--- src/rtl/mw_add_ctrl_if.sv ---
// Requester-side handshake and operand/result bundle for the wide add/sub sequencer.
interface mw_add_ctrl_if #(
  parameter int unsigned SIZE  = 4,
  parameter int unsigned WORDS = 4
) ();
  localparam int unsigned W = SIZE * WORDS;

  logic         start;
  logic         sub;
  logic [W-1:0] a;
  logic [W-1:0] b;
  logic         ci;
  logic         busy;
  logic         done;
  logic [W-1:0] sum;
  logic         co;
  logic         ovf;

  modport master (
    output start, sub, a, b, ci,
    input  busy, done, sum, co, ovf
  );

  modport slave (
    input  start, sub, a, b, ci,
    output busy, done, sum, co, ovf
  );
endinterface

--- src/rtl/mw_add_ctrl.sv ---
// Wide adder/subtractor that reuses one SIZE-bit ripple slice, one slice per cycle, LSB first.
// The slice also exposes its carry into the MSB so the sequencer can derive signed overflow.
module fa_multi_bit #(
  parameter int unsigned SIZE = 4
) (
  input  logic [SIZE-1:0] a_i,
  input  logic [SIZE-1:0] b_i,
  input  logic            ci_i,
  output logic [SIZE-1:0] s_o,
  output logic            co_o,
  output logic            c_msb_o
);
  logic [SIZE:0] c;

  always_comb begin
    c    = '0;
    s_o  = '0;
    c[0] = ci_i;
    for (int i = 0; i < int'(SIZE); i++) begin
      s_o[i]  = a_i[i] ^ b_i[i] ^ c[i];
      c[i+1]  = (a_i[i] & b_i[i]) | (a_i[i] & c[i]) | (b_i[i] & c[i]);
    end
    co_o    = c[SIZE];
    c_msb_o = c[SIZE-1];
  end
endmodule

module mw_add_ctrl #(
  parameter int unsigned SIZE  = 4,
  parameter int unsigned WORDS = 4
) (
  input  logic           clk,
  input  logic           rst,
  mw_add_ctrl_if.slave   bus
);
  localparam int unsigned W    = SIZE * WORDS;
  localparam int unsigned IdxW = (WORDS > 1) ? $clog2(WORDS) : 1;
  localparam logic [IdxW-1:0] LastIdx = IdxW'(WORDS - 1);

  typedef enum logic [1:0] {StIdle, StRun, StDone} state_e;

  state_e            state_q, state_d;
  logic [IdxW-1:0]   idx_q, idx_d;
  logic              carry_q, carry_d;
  logic [W-1:0]      opa_q, opa_d;
  logic [W-1:0]      opb_q, opb_d;
  logic [W-1:0]      sum_q, sum_d;
  logic              co_q, co_d;
  logic              ovf_q, ovf_d;

  logic [SIZE-1:0]   slice_a, slice_b, slice_s;
  logic              slice_co, slice_cmsb;

  assign slice_a = opa_q[idx_q*SIZE +: SIZE];
  assign slice_b = opb_q[idx_q*SIZE +: SIZE];

  fa_multi_bit #(
    .SIZE (SIZE)
  ) u_slice (
    .a_i     (slice_a),
    .b_i     (slice_b),
    .ci_i    (carry_q),
    .s_o     (slice_s),
    .co_o    (slice_co),
    .c_msb_o (slice_cmsb)
  );

  // State register
  always_ff @(posedge clk) begin
    if (rst) begin
      state_q <= StIdle;
    end else begin
      state_q <= state_d;
    end
  end

  // Next-state logic
  always_comb begin
    state_d = state_q;
    unique case (state_q)
      StIdle:  if (bus.start) state_d = StRun;
      StRun:   if (idx_q == LastIdx) state_d = StDone;
      StDone:  state_d = StIdle;
      default: state_d = StIdle;
    endcase
  end

  // Datapath next-state
  always_comb begin
    idx_d   = idx_q;
    carry_d = carry_q;
    opa_d   = opa_q;
    opb_d   = opb_q;
    sum_d   = sum_q;
    co_d    = co_q;
    ovf_d   = ovf_q;
    unique case (state_q)
      StIdle: begin
        if (bus.start) begin
          opa_d   = bus.a;
          // Subtract as a + ~b + 1; the add carry-in is ignored.
          opb_d   = bus.sub ? ~bus.b : bus.b;
          carry_d = bus.sub ? 1'b1 : bus.ci;
          idx_d   = '0;
          sum_d   = '0;
          co_d    = 1'b0;
          ovf_d   = 1'b0;
        end
      end
      StRun: begin
        sum_d[idx_q*SIZE +: SIZE] = slice_s;
        carry_d = slice_co;
        if (idx_q == LastIdx) begin
          co_d  = slice_co;
          ovf_d = slice_cmsb ^ slice_co;
        end else begin
          idx_d = idx_q + 1'b1;
        end
      end
      default: ;
    endcase
  end

  always_ff @(posedge clk) begin
    if (rst) begin
      idx_q   <= '0;
      carry_q <= 1'b0;
      opa_q   <= '0;
      opb_q   <= '0;
      sum_q   <= '0;
      co_q    <= 1'b0;
      ovf_q   <= 1'b0;
    end else begin
      idx_q   <= idx_d;
      carry_q <= carry_d;
      opa_q   <= opa_d;
      opb_q   <= opb_d;
      sum_q   <= sum_d;
      co_q    <= co_d;
      ovf_q   <= ovf_d;
    end
  end

  // Outputs decode registered state only
  always_comb begin
    bus.busy = (state_q != StIdle);
    bus.done = (state_q == StDone);
    bus.sum  = sum_q;
    bus.co   = co_q;
    bus.ovf  = ovf_q;
  end
endmodule

--- src/flat_wrapper.sv ---
// flat-port wrapper written by rule: the top's interface ports become plain ports
module mw_add_ctrl_flat 
#(
  parameter int unsigned SIZE  = 4,
  parameter int unsigned WORDS = 4
)
  (clk, rst, bus_start, bus_sub, bus_a, bus_b, bus_ci, bus_busy, bus_done, bus_sum, bus_co, bus_ovf);
  mw_add_ctrl_if #(.SIZE(SIZE), .WORDS(WORDS)) bus_i ();
  input  logic clk;
  input  logic rst;
  input wire logic [$bits(bus_i.start)-1:0] bus_start;
  input wire logic [$bits(bus_i.sub)-1:0] bus_sub;
  input wire logic [$bits(bus_i.a)-1:0] bus_a;
  input wire logic [$bits(bus_i.b)-1:0] bus_b;
  input wire logic [$bits(bus_i.ci)-1:0] bus_ci;
  output wire logic [$bits(bus_i.busy)-1:0] bus_busy;
  output wire logic [$bits(bus_i.done)-1:0] bus_done;
  output wire logic [$bits(bus_i.sum)-1:0] bus_sum;
  output wire logic [$bits(bus_i.co)-1:0] bus_co;
  output wire logic [$bits(bus_i.ovf)-1:0] bus_ovf;
  assign bus_i.start = bus_start;
  assign bus_i.sub = bus_sub;
  assign bus_i.a = bus_a;
  assign bus_i.b = bus_b;
  assign bus_i.ci = bus_ci;
  assign bus_busy = bus_i.busy;
  assign bus_done = bus_i.done;
  assign bus_sum = bus_i.sum;
  assign bus_co = bus_i.co;
  assign bus_ovf = bus_i.ovf;
  mw_add_ctrl #(.SIZE(SIZE), .WORDS(WORDS)) u_core (.clk(clk), .rst(rst), .bus(bus_i));
endmodule
--- config.mk ---
export PLATFORM = sky130hd
export DESIGN_NAME = mw_add_ctrl_flat
export DESIGN_NICKNAME = d
export VERILOG_FILES = /design/src/rtl/mw_add_ctrl_if.sv /design/src/rtl/mw_add_ctrl.sv /design/src/flat_wrapper.sv
export SDC_FILE = /design/constraint.sdc
export NUM_CORES = 1
export LEC_CHECK = 0
export CAP_MARGIN = 20
export CELL_PAD_IN_SITES_DETAIL_PLACEMENT = 1
export CELL_PAD_IN_SITES_GLOBAL_PLACEMENT = 2
export CORE_ASPECT_RATIO = 0.6
export CORE_MARGIN = 2
export CORE_UTILIZATION = 33
export CTS_CLUSTER_SIZE = 30
export DETAILED_ROUTE_END_ITERATION = 8
export PLACE_DENSITY_LB_ADDON = 0.25
export SLEW_MARGIN = 30
export SYNTH_ARGS = -nofsm -noshare
export SYNTH_HDL_FRONTEND = slang
export SYNTH_SLANG_ARGS = --single-unit
--- constraint.sdc ---
create_clock -name clk -period 9.9 [get_ports clk]
set_clock_uncertainty 0.1 [all_clocks]
set_input_delay 1.485 -clock clk [delete_from_list [all_inputs] [get_ports clk]]
set_output_delay 1.485 -clock clk [all_outputs]
set_load 0.05 [all_outputs]
==> results.py <==
metrics = {
    "global_route": {
        "grt_start_max_net_pins": 57,
        "global_route_wire_length_before_repair_um": 10700,
        "antenna_found_initial": 0,
        "grt_overflow": 0,
        "all_layer_global_routing_usage": 0.169,
        "number_of_global_route_vias_before_repair": 2057,
    },
    "clocking": {
        "tritoncts.num_buffers": 5,
        "clk_path_buf_depth": 2,
        "htree_num_levels": 2,
        "post-cts-setup-buffers": 0,
        "cts_tree": "built",
        "postCtsHoldBufs": 0,
        "cts_root_buffer": "clkbuf_16",
        "clk_transition_reported_paths_ns": 0.07,
        "insertion_delay_ns": 0.29,
        "cts.sink_count": 55,
        "post_cts_resize_count": 0,
    },
    "detailed_routing": {
        "viasPerCell": 4.94,
        "drtAntennaViolNets": 0,
        "drt_iter0_drc": 117,
        "drt-wirelength-per-cell_um": 16.0,
        "drt_pass1_iterations": 4,
        "finalWirelength_um": 6590,
        "post-route-drc-count": 0,
        "vias": 2036,
    },
    "critical_path": {
        "critPathKind": "reg -> out",
        "worst_setup_path_startpoint": "u_core.state_q[1]",
        "cp_data_arrival_time_ns": 2.08,
        "crit_required_ns": 8.32,
        "timing.rr.start": "u_core.idx_q[0]",
        "timing.critical_path.slowest_cell_delay_ns": 0.82,
        "crit_path_start_kind": "flip-flop",
        "worstSetupEndpointType": "output port",
        "standard_cell_with_the_maximum_stage_delay_on_the_critical_path": "clkdlybuf4s50_1",
        "timing.critical_path.fanout_max": 13,
        "worstPathCellList": "inv_1 -> nor2_1 -> clkdlybuf4s50_1",
    },
    "floorplan": {
        "floorplan.core_area_sq_um": 7330,
        "initial_utilization": 0.344,
        "chipHeight_um": 71.7,
        "num_rows": 24,
        "io_pins": 57,
        "die_area_sq_um": 8370,
        "fp.dieW_um": 117,
    },
    "layout": {
        "postLayoutCellArea_sq_um": 3300,
        "final_layout_size_suffix_gt1_frac": 0.0812,
        "final_net_count": 352,
        "num_antenna_cells": 0,
        "final_cell_mix": "55 x clkdlybuf4s50_1, 55 x dfxtp_1, 35 x nand2_1",
        "area.growth.synth_to_final_pct": 31.2,
    },
    "sta": {
        "setup-violations-final": 0,
        "min_clock_period_post_route_ns": 3.67,
        "hold_violations": 0,
        "remaining_max_slew_budget_at_the_tightest_pin": 0.390,
        "layout_setup_ws_ns": 6.23,
        "timing.hold.ws_ns": 0.355,
        "share_of_the_clock_period_used_by_the_worst_path_after_layout": 0.371,
        "worst-slew-pin-transition_ns": 0.913,
        "totalNegativeSetupSlack_ns": 0,
        "maxSlewViolCount": 0,
        "rsz0062_at_grt": "no",
        "max_clock_freq_mhz": 273,
    },
    "power_and_ir_drop": {
        "total_leakage_power_nw": 1.14,
        "worst_ir_drop_vdd_mv": 0.0620,
        "power_density_nw_per_um2": 163,
    },
    "synthesis": {
        "synthDistinctLibCells": 31,
        "synth.yosys.seq_area_share": 0.437,
        "number_of_synthesized_register_bits": 55,
        "synthCells": 262,
        "synth_edf_count": 0,
        "synth.net_count": 307,
        "asyncSetResetFlopFracSynth": 0,
        "synth.avg_cell_area_sq_um": 9.61,
        "synthesis.area_sq_um": 2520,
        "synth.yosys.warnings": 0,
        "yosys_most_used_dff": "dfxtp_1",
    },
    "place": {
        "dp_hpwl_um": 4690,
        "portBuffers": 56,
        "place_worst_setup_slack_ns": 6.36,
        "gp_congestion": 0.786,
        "detailed_place.area_sq_um": 3130,
    },
    "job": {
        "drv.max_cap_violation_count": 0,
    },
    "status": {
        "status": "finished clean",
    },
    "min_path": {
        "hold_start": "u_core.opa_q[1]",
        "hold_path_class": "reg -> reg",
    },
}
[power by group]
part | leakage [nW] | total [W] | switching [W] | internal (W)
Sequential | 0.450 | 0.000244 | 0.0000110 | 0.000233
Clock | 0.0868 | 0.000206 | 0.0000803 | 0.000126
Combinational | 0.600 | 0.0000877 | 0.0000453 | 0.0000424
Total | 1.14 | 0.000538 | 0.000137 | 0.000402
[routing by layer]
| metal | track usage | routed length (um) | up-vias |
|---|---|---|---|
| met5 | 0 | 0 | - |
| met1 | 0.254 | 3600 | 988 |
| met2 | 0.240 | 2650 | 39 |
| met3 | 0.0448 | 278 | 5 |
| met4 | 0.0392 | 51 | 0 |
| li1 | - | - | 1004 |
[logic make-up (layout without fill, tap and decap cells)]
group | Yosys count | count (layout) | share of synthesized area
buf+inv | 31 | 77 | 0.0532
xor+xnor | 17 | 17 | 0.0591
compound gates | 61 | 61 | 0.164
flops | 55 | 55 | 0.437
simple gates | 77 | 77 | 0.141
fa+ha+maj | 8 | 8 | 0.0517
mux | 13 | 13 | 0.0934
[state kept, by name, indices dropped and copies added, names as in the netlist]
register / cells
u_core.bus.sum: 16
u_core.carry_q: 1
u_core.bus.ovf: 1
u_core.idx_q: 2
u_core.state_q: 2
u_core.bus.co: 1
u_core.opb_q: 16
u_core.opa_q: 16
[metrics by stage]
step | total power [W] | util | std cells
after CTS | 0.000545 | 0.451 | 412
after global routing | 0.000565 | 0.451 | 412
after global placement | 0.000336 | 0.427 | 404
after detailed placement | 0.000337 | 0.427 | 404
after floorplan | 0.000303 | - | 262
final | 0.000538 | 0.451 | 412
[synthesized netlist by cell type (4+ instances only)]
| cell | count | area [sq um] |
|---|---|---|
| mux2_2 | 4 | 45.0 |
| ha_1 | 4 | 50.1 |
| buf_2 | 8 | 40.0 |
| a211oi_1 | 16 | 120 |
| a22o_1 | 12 | 105 |
| dfxtp_1 | 55 | 1100 |
| nand2_1 | 35 | 131 |
| a21oi_1 | 22 | 110 |
| clkbuf_1 | 9 | 33.8 |
| inv_1 | 12 | 45.0 |
| o32ai_1 | 5 | 43.8 |
| nor2_1 | 23 | 86.3 |
| o21ai_0 | 4 | 20.0 |
| fa_1 | 4 | 80.1 |
| nand2b_1 | 5 | 31.3 |
| mux4_2 | 8 | 180 |
| xnor2_1 | 16 | 140 |
[layout make-up]
cell class	instances	area [sq um]
tap	104	130
timing repair buffer	57	566
clock inverter	2	35.0
inverter	12	45.0
clock buffer	6	139
fill	861	4020
sequential	55	1100
multi-input combinational	176	1290
[worst max-delay path, delay by kind of cell (launching register included)]
kind	cells	cell delay, ns
flip-flops	1	0.61
buffers and inverters	2	1.03
AND/OR/NAND/NOR	1	0.15
[path summary, 6_finish.rpt]
| kind | cells past startpoint | end | slack (ns) |
|---|---|---|---|
| worst min register to register | 2 | u_core.opa_q[1] | 0.35 |
| worst max-delay path | 3 | bus_done | 6.23 |
| worst max register to register | 8 | u_core.bus.co | 6.39 |
| worst min-delay path | 2 | u_core.opa_q[1] | 0.35 |
No activity file was read; power rests on OpenSTA's default activity.
